$ cat src/rtl/pong_round_ctrl.sv
// Game-round sequencer: serve delay, live play, post-point hold and game-over with score/winner tracking.
// Outputs are registered and appear one clk after the frame tick or start edge that caused them; there is no backpressure.
// Defining PONG_PAUSE_EN adds a pause input that freezes frame ticks and holds the ball still.
module pong_round_ctrl #(
   parameter int SCORE_WIDTH  = 4,
   parameter int WIN_SCORE    = 5,
   parameter int SERVE_FRAMES = 60,
   parameter int HOLD_FRAMES  = 90
) (
   input  logic                   clk,
   input  logic                   reset,
   input  logic                   frame_end,
   input  logic                   start,
   input  logic                   goal_left,
   input  logic                   goal_right,
`ifdef PONG_PAUSE_EN
   input  logic                   pause,
`endif
   output logic                   ball_reset,
   output logic                   ball_run,
   output logic                   serve_dir,
   output logic [SCORE_WIDTH-1:0] p1_score,
   output logic [SCORE_WIDTH-1:0] p2_score,
   output logic [1:0]             winner,
   output logic [2:0]             state
);

   localparam int MAX_FRAMES = (SERVE_FRAMES > HOLD_FRAMES) ? SERVE_FRAMES : HOLD_FRAMES;
   localparam int FC_W       = $clog2(MAX_FRAMES + 1);

   localparam logic [2:0] IDLE  = 3'd0;
   localparam logic [2:0] SERVE = 3'd1;
   localparam logic [2:0] PLAY  = 3'd2;
   localparam logic [2:0] HOLD  = 3'd3;
   localparam logic [2:0] OVER  = 3'd4;

   localparam logic [FC_W-1:0]        SERVE_LAST = FC_W'(SERVE_FRAMES - 1);
   localparam logic [FC_W-1:0]        HOLD_LAST  = FC_W'(HOLD_FRAMES - 1);
   localparam logic [SCORE_WIDTH-1:0] WIN_VAL    = SCORE_WIDTH'(WIN_SCORE);

   logic                   frameEndQ;
   logic                   startQ;
   logic                   tick;
   logic                   go;
   logic                   runGate;
   logic [FC_W-1:0]        fc;

   logic [2:0]             stateNxt;
   logic [FC_W-1:0]        fcNxt;
   logic [SCORE_WIDTH-1:0] p1Nxt;
   logic [SCORE_WIDTH-1:0] p2Nxt;
   logic [1:0]             winNxt;
   logic                   dirNxt;
   logic                   ballResetNxt;

`ifdef PONG_PAUSE_EN
   // Pause swallows ticks only; start edges still reach IDLE/OVER.
   assign tick    = frame_end & ~frameEndQ & ~pause;
   assign runGate = ~pause;
`else
   assign tick    = frame_end & ~frameEndQ;
   assign runGate = 1'b1;
`endif
   assign go = start & ~startQ;

   always_comb begin
      stateNxt     = state;
      fcNxt        = fc;
      p1Nxt        = p1_score;
      p2Nxt        = p2_score;
      winNxt       = winner;
      dirNxt       = serve_dir;
      ballResetNxt = 1'b0;
      case (state)
         IDLE, OVER: begin
            if (go) begin
               p1Nxt        = '0;
               p2Nxt        = '0;
               winNxt       = 2'd0;
               fcNxt        = '0;
               ballResetNxt = 1'b1;
               stateNxt     = SERVE;
            end
         end
         SERVE: begin
            if (tick) begin
               if (fc == SERVE_LAST) begin
                  fcNxt    = '0;
                  stateNxt = PLAY;
               end else begin
                  fcNxt = fc + 1'b1;
               end
            end
         end
         PLAY: begin
            if (tick) begin
               if (goal_left && goal_right) begin
                  ballResetNxt = 1'b1;
                  fcNxt        = '0;
                  stateNxt     = SERVE;
               end else if (goal_right) begin
                  p1Nxt  = p1_score + 1'b1;
                  dirNxt = 1'b1;
                  if (p1Nxt == WIN_VAL) begin
                     winNxt   = 2'd1;
                     stateNxt = OVER;
                  end else begin
                     fcNxt    = '0;
                     stateNxt = HOLD;
                  end
               end else if (goal_left) begin
                  p2Nxt  = p2_score + 1'b1;
                  dirNxt = 1'b0;
                  if (p2Nxt == WIN_VAL) begin
                     winNxt   = 2'd2;
                     stateNxt = OVER;
                  end else begin
                     fcNxt    = '0;
                     stateNxt = HOLD;
                  end
               end
            end
         end
         HOLD: begin
            if (tick) begin
               if (fc == HOLD_LAST) begin
                  fcNxt        = '0;
                  ballResetNxt = 1'b1;
                  stateNxt     = SERVE;
               end else begin
                  fcNxt = fc + 1'b1;
               end
            end
         end
         default: begin
            fcNxt    = '0;
            stateNxt = IDLE;
         end
      endcase
   end

   // Edge registers track the inputs even in reset so a held level never fires on release.
   always_ff @(posedge clk) begin
      frameEndQ <= frame_end;
      startQ    <= start;
      if (!reset) begin
         state      <= IDLE;
         fc         <= '0;
         p1_score   <= '0;
         p2_score   <= '0;
         winner     <= 2'd0;
         serve_dir  <= 1'b0;
         ball_reset <= 1'b0;
         ball_run   <= 1'b0;
      end else begin
         state      <= stateNxt;
         fc         <= fcNxt;
         p1_score   <= p1Nxt;
         p2_score   <= p2Nxt;
         winner     <= winNxt;
         serve_dir  <= dirNxt;
         ball_reset <= ballResetNxt;
         ball_run   <= (stateNxt == PLAY) && runGate;
      end
   end

endmodule

$ cat config.mk
export PLATFORM = sky130hd
export DESIGN_NAME = pong_round_ctrl
export DESIGN_NICKNAME = d
export VERILOG_FILES = /design/src/rtl/pong_round_ctrl.sv
export SDC_FILE = /design/constraint.sdc
export NUM_CORES = 1
export LEC_CHECK = 0
export CAP_MARGIN = 20
export CELL_PAD_IN_SITES_DETAIL_PLACEMENT = 0
export CELL_PAD_IN_SITES_GLOBAL_PLACEMENT = 1
export CORE_MARGIN = 4
export CORE_UTILIZATION = 40
export CTS_CLUSTER_SIZE = 20
export DETAILED_ROUTE_END_ITERATION = 7
export GPL_TIMING_DRIVEN = 0
export PLACE_DENSITY_LB_ADDON = 0.05
export SLEW_MARGIN = 30
export SYNTH_ARGS = -nofsm -noshare
export SYNTH_HDL_FRONTEND = slang
export SYNTH_SLANG_ARGS = --single-unit
$ cat constraint.sdc
create_clock -name clk -period 2.3 [get_ports clk]
set_clock_uncertainty 0.1 [all_clocks]
set_input_delay 0.23 -clock clk [delete_from_list [all_inputs] [get_ports clk]]
set_output_delay 0.23 -clock clk [all_outputs]
set_load 0.05 [all_outputs]
Word-level counts from Yosys, hierarchy flattened
Index checks and enable logic that the tools add are counted.

Flip-flop bits (word level): 25. Bits of input ports: 6. Output and inout port bits: 16.

$add $sub $neg: 3. Equal/unequal tests: 23. Mux-type cells: 50. Bitwise gates (word level): 5. Reduce and logical (&&, ||, !) cells: 10.

Operators by type and width (number): 7-bit two-way mux (11); 3-bit two-way mux (11); 4-bit two-way mux (8); 7-bit one-hot mux with 4 select lines (1); 2-bit inequality test (second input constant) (8); 4-bit one-hot mux with 2 select lines (2); 2-bit two-way mux (7); 7-bit AND reduction (2); 4-bit inequality test (second input constant) (3); 3-bit one-hot mux with 4 select lines (1); 3-bit by 2-bit equality test with 1-bit output (second input constant) (3); 3-bit inequality test (second input constant) (3); 4-bit by 1-bit adder with 4-bit output (second input constant) (2); 4-bit by 3-bit equality test with 1-bit output (second input constant) (2); 7-bit by 1-bit adder with 7-bit output (second input constant) (1); 7-bit by 6-bit equality test with 1-bit output (second input constant) (1); 7-bit equality test (second input constant) (1); 1-bit two-way mux (7); 6-bit AND reduction (1); 5-bit AND reduction (1); 2-bit one-hot mux with 2 select lines (1); 4-bit AND reduction (1); 2-bit nonzero test (2); 3-bit by 1-bit equality test with 1-bit output (second input constant) (1); other kinds (7) (10).

Logic depth before layout (Yosys ltp)
Depth in word-level cells: 9. Gate-level depth with buffers: 8. Depth with buffers taken out: 8.

Worst setup path before layout
OpenSTA, ideal clock, no wires.

Path type: register -> register. Start: register p1_score[1]. End: register fc[1]. Library setup time: 0.071 ns. Arrival: 2.111 ns. Required time: 2.129 ns. Slack: 0.019 ns. Stages on the path, launching flop included: 8. Period minus slack after synthesis: 2.281 ns. Path through: dfxtp_1 -> ha_1 -> nor2b_1 -> a21oi_1 -> a2bb2oi_2 -> o211ai_4 -> or3b_1 -> a21oi_1.

Word-level cells in the longest chain between the ends: 4.

Ends and longest elaborated chain: start: declaration (line 22) `output logic [SCORE_WIDTH-1:0] p1_score,`; start signal: assignment (line 158) `p1_score <= p1Nxt;`; 4-bit by 1-bit adder with 4-bit output (line 102) `p1Nxt = p1_score + 1'b1;`; 4-bit by 3-bit equality test with 1-bit output (line 104) `if (p1Nxt == WIN_VAL) begin`; 4-bit inequality test (no source line); 7-bit AND reduction (no source line); end signal: assignment (line 157) `fc <= fcNxt;`; end: declaration (line 46) `logic [FC_W-1:0] fc;`.

No other way between the ends. A chain may end at the register's enable or synchronous reset.

Worst setup path after layout
Start: input goal_right. End: register fc[1].

Word-level cells in the longest chain between the ends: 4.

Ends and longest elaborated chain: start: declaration (line 15) `input logic goal_right,`; 7-bit two-way mux or 1-bit logical AND (tied branches) (line 101, 97); 7-bit two-way mux (line 97) `if (goal_left && goal_right) begin`; 7-bit two-way mux (line 96) `if (tick) begin`; 7-bit one-hot mux with 4 select lines (line 74) `case (state)`.

Several ways; a longest one is shown, not always the timed one. The select of a mux whose other input is x is not followed.

==> results.py <==
metrics = {
    "outcome": {
        "status": "finished, final reports clean",
    },
    "hold_path": {
        "hold_class": "in -> reg",
        "hp-start": "start",
    },
    "synth": {
        "ys_seq_elements": 25,
        "netlist_area_um2": 1580,
        "synth_seq_area_share": 0.317,
        "ys_types": 52,
        "syn_nets": 205,
        "async_flop_share": 0,
        "synth_enable_flop_cells": 0,
        "yosysWarningCount": 0,
        "syn_area_per_cell_um2": 8.30,
        "dominantRegCellSynth": "dfxtp_1",
        "syn_inst": 190,
    },
    "global_routing": {
        "antenna_found_initial": 0,
        "grt_util_met1": 0.189,
        "grt-ovfl-total": 0,
        "grt_pass1_wl_um": 6370,
        "met3_usage": 0.0384,
        "grt.busiest_layer": "met2",
        "grt_max_degree": 15,
        "gr-usage-all-layers": 0.156,
        "use_met2": 0.266,
        "grt_pass1_vias": 1479,
    },
    "floorplanning": {
        "ios": 22,
        "die_w_um": 70.8,
        "fp-row-count": 22,
        "floorplan.initialDensity": 0.421,
        "dieArea_um2": 5010,
        "die_y_um": 70.8,
        "coreArea_um2": 3740,
    },
    "final_layout": {
        "syn_to_final_growth_pct": 22.0,
        "fin_area_um2": 1930,
        "layout.nets": 232,
        "layout-drive-gt1-share": 0.120,
        "final_common_cell": "dfxtp_1",
        "layout_common_cells": "dfxtp_1, nand2_1, clkdlybuf4s50_1",
        "final_util": 0.514,
        "diodes": 0,
    },
    "route": {
        "num_vias": 1464,
        "drc": 0,
        "wl_per_cell_um": 14.1,
        "via_per_inst": 5.55,
        "drtAntennaViolNets": 0,
        "drt_wl_total_um": 3740,
        "drtIter0Drc": 81,
        "dr.pass1.iters": 4,
    },
    "placement": {
        "port_buffers": 21,
        "detailed_place_hpwl_um": 2730,
        "routabilityCongestion": 0.890,
        "place_ws_ns": -0.395,
        "placed_cell_area_um2": 1850,
    },
    "clock_network": {
        "root_buffer": "clkbuf_8",
        "cts_tree": "yes",
        "cts.htree.levels": 1,
        "cts.sinks": 25,
        "clock_path_buffers": 2,
        "numCtsBuffers": 3,
        "clock_latency_ns": 0.27,
        "clk_pin_slew_ns": 0.09,
    },
    "sta": {
        "finalSetupTns_ns": 0,
        "worst_slack_ns": 0.101,
        "slew_headroom": 0.557,
        "tightest_slew_ns": 0.658,
        "hold_viol": 0,
        "report.final.slew_viol_count": 0,
        "report.final.setup_viol": 0,
        "fin_crit_sh": 0.956,
        "rsz0062_at_grt": "true",
        "period_minus_slack_ns": 2.20,
        "max_clock_freq_mhz": 455,
    },
    "setup_path": {
        "path_class": "in -> reg",
        "cp_max_fo": 10,
        "cp_top_family": "buffers and inverters",
        "critical_path.slowest_cell": "clkdlybuf4s50_1",
        "worstSetupStartpointType": "input pin",
        "crit_arrival_ns": 2.30,
        "crit_path_start": "goal_right",
        "critPathBufInv": 3,
        "reg2reg_setup_slack_ns": 0.12,
        "worstPathRequired_ns": 2.40,
        "cp_slowest_stage_delay_ns": 0.59,
        "reg2reg_from": "p1_score[1]$_SDFFE_PN0P_",
        "cp_cell_sequence": "clkdlybuf4s50_1, clkbuf_4, inv_1, ha_1, a22oi_4, o211ai_4, or3b_1, a21oi_1",
        "worstSetupEndpointType": "flip-flop",
    },
    "power_and_ir_drop": {
        "ir_worst_vdd_mv": 0.355,
        "power_w": 0.000809,
        "p_per_area_nw_per_um2": 420,
        "leakage_nw": 0.727,
    },
    "flow_run": {
        "maxCapViolCount": 0,
    },
}
path summary, 6_finish.rpt:
kind | to | depth (start not counted)
setup / recovery | fc[1]$_SDFFE_PN0P_ | 8
hold / removal | startQ$_DFF_P_ | 1
setup reg to reg | fc[1]$_SDFFE_PN0P_ | 7
hold reg to reg | fc[1]$_SDFFE_PN0P_ | 2
per-stage QoR:
stage | std cells | hold slack (ns)
detailed placement | 259 | 0.381
global route | 264 | 0.324
CTS | 263 | 0.327
global placement | 259 | 0.373
finish | 264 | 0.333
floorplan | 190 | 0.158
worst reg2reg max path: stages, from the launching register on:
cell	delay, ns
dfxtp_1	0.43
ha_1	0.22
nor2b_1	0.09
a21oi_1	0.26
a2bb2oi_4	0.29
o211ai_4	0.17
or3b_1	0.40
a21oi_1	0.13
where the power goes:
part	internal [W]	leakage [nW]	switching, W
sequential	0.000437	0.202	0.00000234
clock	0.000121	0.0255	0.000141
combinational	0.0000435	0.499	0.0000637
total	0.000602	0.727	0.000207
layer usage:
| layer | part of all wire | up-vias |
|---|---|---|
| met2 | 0.46 | 36 |
| met4 | 0.0086 | 0 |
| met1 | 0.48 | 690 |
| met3 | 0.044 | 4 |
| li1 | - | 734 |
| met5 | 0 | - |
layout make-up:
| class | instances | area, µm² |
|---|---|---|
| clock inverter | 1 | 5.00 |
| inverter | 12 | 45.0 |
| sequential | 25 | 500 |
| timing repair buffer | 23 | 225 |
| buffer | 5 | 38.8 |
| multi-input combinational | 147 | 1010 |
| fill | 371 | 1820 |
| tap | 48 | 60.1 |
| clock buffer | 3 | 41.3 |
flip-flops by register name, indices dropped and copies added, names as in the netlist, 2 cells and up:
register	count
fc	7
p2_score	4
state	3
winner	2
p1_score	4
Yosys cell counts (4+ instances only):
library cell	count	area share
nand2b_1	6	0.024
or3_1	5	0.020
nor2b_1	6	0.024
inv_1	12	0.029
nor2_1	18	0.043
o21ai_0	4	0.013
o21ai_1	6	0.019
a21oi_1	9	0.029
nand3_1	8	0.025
dfxtp_1	25	0.32
ha_1	9	0.071
nand2_1	21	0.050
repair_timing:
item | in CTS | in global routing
pin swaps | 1 | 1
hold buffers | 0 | 0
gates resized for setup | 1 | 5
gates cloned | 0 | 0
buffers inserted | 0 | 2
endpoints found under the setup margin | 5 | 10
cells by family (layout without fill, tap and decap cells):
| family | after synthesis | in the layout | share of synthesized area |
|---|---|---|---|
| buffers and inverters | 18 | 44 | 0.0531 |
| adder cells (fa/ha/maj) | 9 | 9 | 0.0714 |
| multiplexers | 4 | 4 | 0.0262 |
| AO/OA/AOI/OAI | 49 | 49 | 0.243 |
| AND/OR/NAND/NOR | 85 | 85 | 0.289 |
| flip-flops | 25 | 25 | 0.317 |
Note: power is estimated with default switching activity, not from simulation.
==> edit 1, RTL diff (same settings) <==
Register the output `winner` once more; this adds one clock of latency there. The other outputs are not delayed to match.
--- a/src/rtl/pong_round_ctrl.sv
+++ b/src/rtl/pong_round_ctrl.sv
@@ -38,6 +38,8 @@
    localparam logic [FC_W-1:0]        HOLD_LAST  = FC_W'(HOLD_FRAMES - 1);
    localparam logic [SCORE_WIDTH-1:0] WIN_VAL    = SCORE_WIDTH'(WIN_SCORE);
 
+   logic [1:0] winner_s0;
+
    logic                   frameEndQ;
    logic                   startQ;
    logic                   tick;
@@ -68,7 +70,7 @@
       fcNxt        = fc;
       p1Nxt        = p1_score;
       p2Nxt        = p2_score;
-      winNxt       = winner;
+      winNxt       = winner_s0;
       dirNxt       = serve_dir;
       ballResetNxt = 1'b0;
       case (state)
@@ -148,7 +150,7 @@
          fc         <= '0;
          p1_score   <= '0;
          p2_score   <= '0;
-         winner     <= 2'd0;
+         winner_s0  <= 2'd0;
          serve_dir  <= 1'b0;
          ball_reset <= 1'b0;
          ball_run   <= 1'b0;
@@ -157,12 +159,16 @@
          fc         <= fcNxt;
          p1_score   <= p1Nxt;
          p2_score   <= p2Nxt;
-         winner     <= winNxt;
+         winner_s0  <= winNxt;
          serve_dir  <= dirNxt;
          ball_reset <= ballResetNxt;
          ball_run   <= (stateNxt == PLAY) && runGate;
       end
    end
 
+   always_ff @(posedge clk) begin
+      winner <= winner_s0;
+   end
+
 endmodule
 
Behaviour: same outputs for any inputs over 10 cycles, from zero or initial values and one cycle with reset low; that may be too few to reach the edited logic, so the function may still have changed.
==> edit 1 against the unedited design <==
- global-route usage up 0.79 points
- sequential share of layout area rose by 1.5 points
- area after synthesis up 3.3%
- critical endpoint is now fc[4]
- power grew 7.1%
- largest power group unchanged
- routed wire length increased by 6.2%
- cell area up 3.9%
- sequential cell count up 2
- critical path type unchanged
- worst hold slack got worse by 0.069 ns
- worst setup slack better by 0.0071 ns
==> edit 1: results (changes against the unedited design) <==
| Metric | Value |
|---|---|
| Status | finished, final reports clean |
| Placed Area | 1910 sq um (+3.2%) |
| Tot GR Track Use | 0.164 (+0.00790) |
| Hold WC Path Type | reg2reg |
| Vias/cell | 5.54 (about the same) |
| Synth unique cells | 49 (-5.8%) |
| Crit path max-delay family | compound AO/OA/AOI/OAI gates |
| Top post-synthesis cells by count | dfxtp_1 (27), nand2_1 (19), nor2_1 (19) |
| Pleak | 0.000762 uW (+4.7%) |
| Fillcell total | 374 (+0.81%) |
| Critical-path top delay cell | dlygate4sd2_1 |
| Adder-Cell Fraction of Synth Area | 0.0691 (-0.00225) |
| Final #Nets | 239 (+3.0%) |
| DR pass1 iterations | 4 (unchanged) |
| CTS resizes | 4 (+3) |
| Diodes inserted | 0 (unchanged) |
| First-pass GRT wire length | 6790 microns (+6.6%) |
| Mux contribution to synthesized area | 0.0184 (-0.00774) |
| Hpwl dp | 2960 microns (+8.5%) |
| Fraction of layout cells with a size suffix above 1 | 0.0897 (-0.0307) |
| RD Place Congestion | 0.847 (-4.9%) |
| Postcts setup bufs | 1 (+1) |
| Worst EP arrival | 2.27 ns (-0.03 ns) |
| Syn_nets | 212 (+3.4%) |
| CP max stage delay | 0.31 ns (-0.28 ns) |
| Worst-case headroom to the max-slew limit | 0.555 (-0.00175) |
| Wire per inst | 14.6 microns (+3.4%) |
| Area contributors post-synth | dfxtp_1 (33%), ha_1 (6.9%), nand2_1 (4.4%) |
| Number of global-route vias before repair | 1440 (-2.6%) |
| Synth Area in Compound Gates | 0.250 (+0.00772) |
| Sequential share of the synthesized area | 0.332 (+0.0146) |
| DRT iter0 DRCs | 72 (-11%) |
| Peak supply drop | 0.000371 V (+4.6%) |
## edit 1: cell count changes in the layout (fill, tap and decap cells not counted), moves of 3 or more
cell / before / now
o21ai_1: 6 / 3
o21ai_0: 4 / 10
nand3_1: 8 / 5
o21a_1: 3 / 0
or3_1: 5 / 1
clkbuf_1: 1 / 5
nor3b_1: 0 / 3
nand4_1: 3 / 0
## edit 1: per-stage QoR
step,TNS (ns),setup WS (ns),total power (uW),util,cells
5_1_grt,0,0.00465,907,0.527,271
3_3_place_gp,-4.00,-0.591,585,0.502,266
3_5_place_dp,-4.50,-0.651,588,0.502,266
6_report,0,0.108,866,0.527,271
2_1_floorplan,0,0.0141,553,-,197
4_1_cts,0,0.00773,875,0.521,271
## edit 1: area by class of cell
cell class / instances / area (sq um) / area share
multi-input combinational: 151 / 1030 / 0.515
clock buffer: 4 / 45.0 / 0.0225
timing repair buffer: 22 / 231 / 0.116
sequential: 27 / 551 / 0.275
tap: 48 / 60.1 / 0.0300
inverter: 13 / 48.8 / 0.0244
buffer: 6 / 33.8 / 0.0169
## edit 1: per-layer routing
metal,track usage,wire [microns],vias to the layer above
met5,0,0,-
met4,0.0334,24,0
met3,0.0351,154,2
met2,0.270,1890,28
met1,0.221,1890,699
li1,-,-,773
## edit 1: where the power goes
| part | leakage (uW) | internal [uW] | switching [uW] |
|---|---|---|---|
| sequential | 0.000221 | 469 | 3.34 |
| combinational | 0.000518 | 44.9 | 70.2 |
| clock | 0.0000228 | 124 | 154 |
| total | 0.000762 | 639 | 227 |
## edit 1: worst paths after layout
check,startpoint,to,slack [ns],cells after the start
setup / recovery,goal_right,fc[4],0.11,11
hold / removal,winner_s0[0],winner[0],0.26,0
setup reg to reg,p2_score[0],fc[4],0.11,8
hold reg to reg,winner_s0[0],winner[0],0.26,0
==> edit 2, RTL diff (same flow settings) <==
Without the edit above. The option `PONG_PAUSE_EN` is turned on by a define.
--- a/src/rtl/pong_round_ctrl.sv
+++ b/src/rtl/pong_round_ctrl.sv
@@ -1,6 +1,8 @@
 // Game-round sequencer: serve delay, live play, post-point hold and game-over with score/winner tracking.
 // Outputs are registered and appear one clk after the frame tick or start edge that caused them; there is no backpressure.
 // Defining PONG_PAUSE_EN adds a pause input that freezes frame ticks and holds the ball still.
+`define PONG_PAUSE_EN
+
 module pong_round_ctrl #(
    parameter int SCORE_WIDTH  = 4,
    parameter int WIN_SCORE    = 5,
Interface: changed (added pause); port bits go from 22 to 23. No check against the original RTL was run, so the function may have changed too.
==> edit 2 against the unedited design <==
- sequential cell count unchanged
- worst hold slack worse by 0.061 ns
- die area up 3.6%
- power up 2.0%
- count of clock-buffer cells in the layout unchanged
- worst setup slack worse by 0.014 ns
- area after synthesis up 4.1%
- first-iteration DRC count down 14%
- clock power up 2%
- synthesized cell count up 2.1%
- via count up 7.0%
- routed wire length up 16%
- cell area up 7.4%
- fmax down 0.63%
- largest power group unchanged
==> edit 2: results (changes against the unedited design) <==
| Metric | Value |
|---|---|
| Status | finished, final reports clean |
| Wire per inst | 16.0 microns (+13%) |
| Ys Warns | 0 (unchanged) |
| Largest net degree at the start of global routing | 15 (unchanged) |
| Area contributors post-synth | dfxtp_1 (30%), ha_1 (6.9%), nand2_1 (4.8%) |
| CTS Buf Count | 3 (unchanged) |
| Fillcell total | 379 (+2.2%) |
| Top sig layer | met4 |
| Crit path max-delay family | simple AND/OR/NAND/NOR gates |
| Worst-path maximum fanout | 8 (-2) |
| Clock Power Share | 0.325 (about the same) |
| DRT iter0 DRCs | 70 (-14%) |
| RD Place Congestion | 0.872 (-2.1%) |
| Hold Slack | 0.272 ns (-0.0611 ns) |
| Worst Hold Depth | 3 (+2) |
| # H-tree levels | 1 (unchanged) |
| Seq pwr share | 0.534 (-0.009) |
| Diodes inserted | 0 (unchanged) |
| # port buffers | 21 (unchanged) |
| DR pass1 iterations | 4 (unchanged) |
| Asr flop ratio synth | 0 (unchanged) |
| Bufs on Longest Clock Path | 2 (unchanged) |
| Pleak | 0.000710 uW (-2.3%) |
| Reg-to-Reg Start | p2_score[0] |
| Vias/cell | 5.80 (+4.6%) |
| Seq. pwr | 441 uW |
| Worst Setup SP | pause |
| Hpwl dp | 3150 microns (+15%) |
| R2R setup slack | 0.13 ns |
| Sequential share of the synthesized area | 0.305 (-0.0126) |
| Number of global-route vias before repair | 1439 (-2.7%) |
| Critical-path top delay cell | or3b_1 |
| Crit Reg-Reg Endpoint | fc[5] |
| CP Capture Point | fc[5] |
| CP max stage delay | 0.56 ns (-0.03 ns) |
| Hold path startpoint | reset |
| Met3 wire length | 212 microns (+28%) |
| Worst Hold Endpoint | state[1] |
| WL met2 | 1870 microns (+8.0%) |
| DRT met1 WL | 2190 microns (+21%) |
| First-pass GRT wire length | 7220 microns (+13%) |
| Depth of the most critical reg-to-reg path | 7 (unchanged) |
| Final #Nets | 237 (+2.2%) |
| Worst-case headroom to the max-slew limit | 0.605 (+0.0479) |
| Top post-synthesis cells by count | dfxtp_1 (25), nand2_1 (21), nor2_1 (10) |
| Fraction of layout cells with a size suffix above 1 | 0.168 (+0.0478) |
| Syn_nets | 210 (+2.4%) |
| Peak supply drop | 0.000305 V (-14%) |
| Synth unique cells | 54 (+3.8%) |
| Switching share of power | 0.268 (+0.0125) |
| Tot GR Track Use | 0.172 (+0.0160) |
## edit 2: cell count changes after synthesis, moves of 3 or more
cell      unedited run  this run
nor3b_1              0         3
nor4b_1              0         3
nor2b_1              6         3
and2_1               1         4
a21oi_1              9         6
a211oi_1             3         6
inv_1               12         8
a21boi_0             0         5
o21ai_1              6         0
nand3b_1             0         3
nor2_1              18        10
## edit 2: kinds of logic (layout without fill, tap and decap cells)
logic type / after synthesis / count (layout) / share of synthesized area
AOI/OAI and AO/OA: 57 / 57 / 0.271
adders and majority gates: 9 / 9 / 0.0685
buffers and inverters: 17 / 43 / 0.0510
DFF: 25 / 25 / 0.305
muxes: 2 / 2 / 0.0122
and+or+nand+nor: 84 / 84 / 0.292
## edit 2: routing by layer
layer | GRT usage | up-vias
met5 | 0 | -
met4 | 0.0376 | 0
met3 | 0.0305 | 4
met2 | 0.257 | 40
met1 | 0.258 | 739
li1 | - | 783
## edit 2: final cells by class
class                           instances  share of cell area
Multi-Input combinational cell        152               0.552
Sequential cell                        25               0.245
Timing Repair Buffer                   23               0.110
Tap cell                               50              0.0302
Buffer                                  8              0.0260
Clock buffer                            3              0.0200
Inverter                                8              0.0145
Clock inverter                          1             0.00242
## edit 2: repair_timing
action,in CTS,in global routing
cloned,0,0
setup endpoints to repair,6,9
buffers inserted,2,0
pin swaps,1,1
gates resized for setup,3,14
## edit 2: metrics by stage
step | instance area [sq um] | utilization | setup WS, ns | instances
detailed placement | 1930 | 0.482 | -0.417 | 265
finish | 2070 | 0.517 | 0.0869 | 270
CTS | 2000 | 0.500 | -0.00984 | 271
global route | 2070 | 0.517 | -0.0174 | 270
global placement | 1920 | 0.480 | -0.428 | 265
floorplan | 1650 | - | 0.00475 | 194
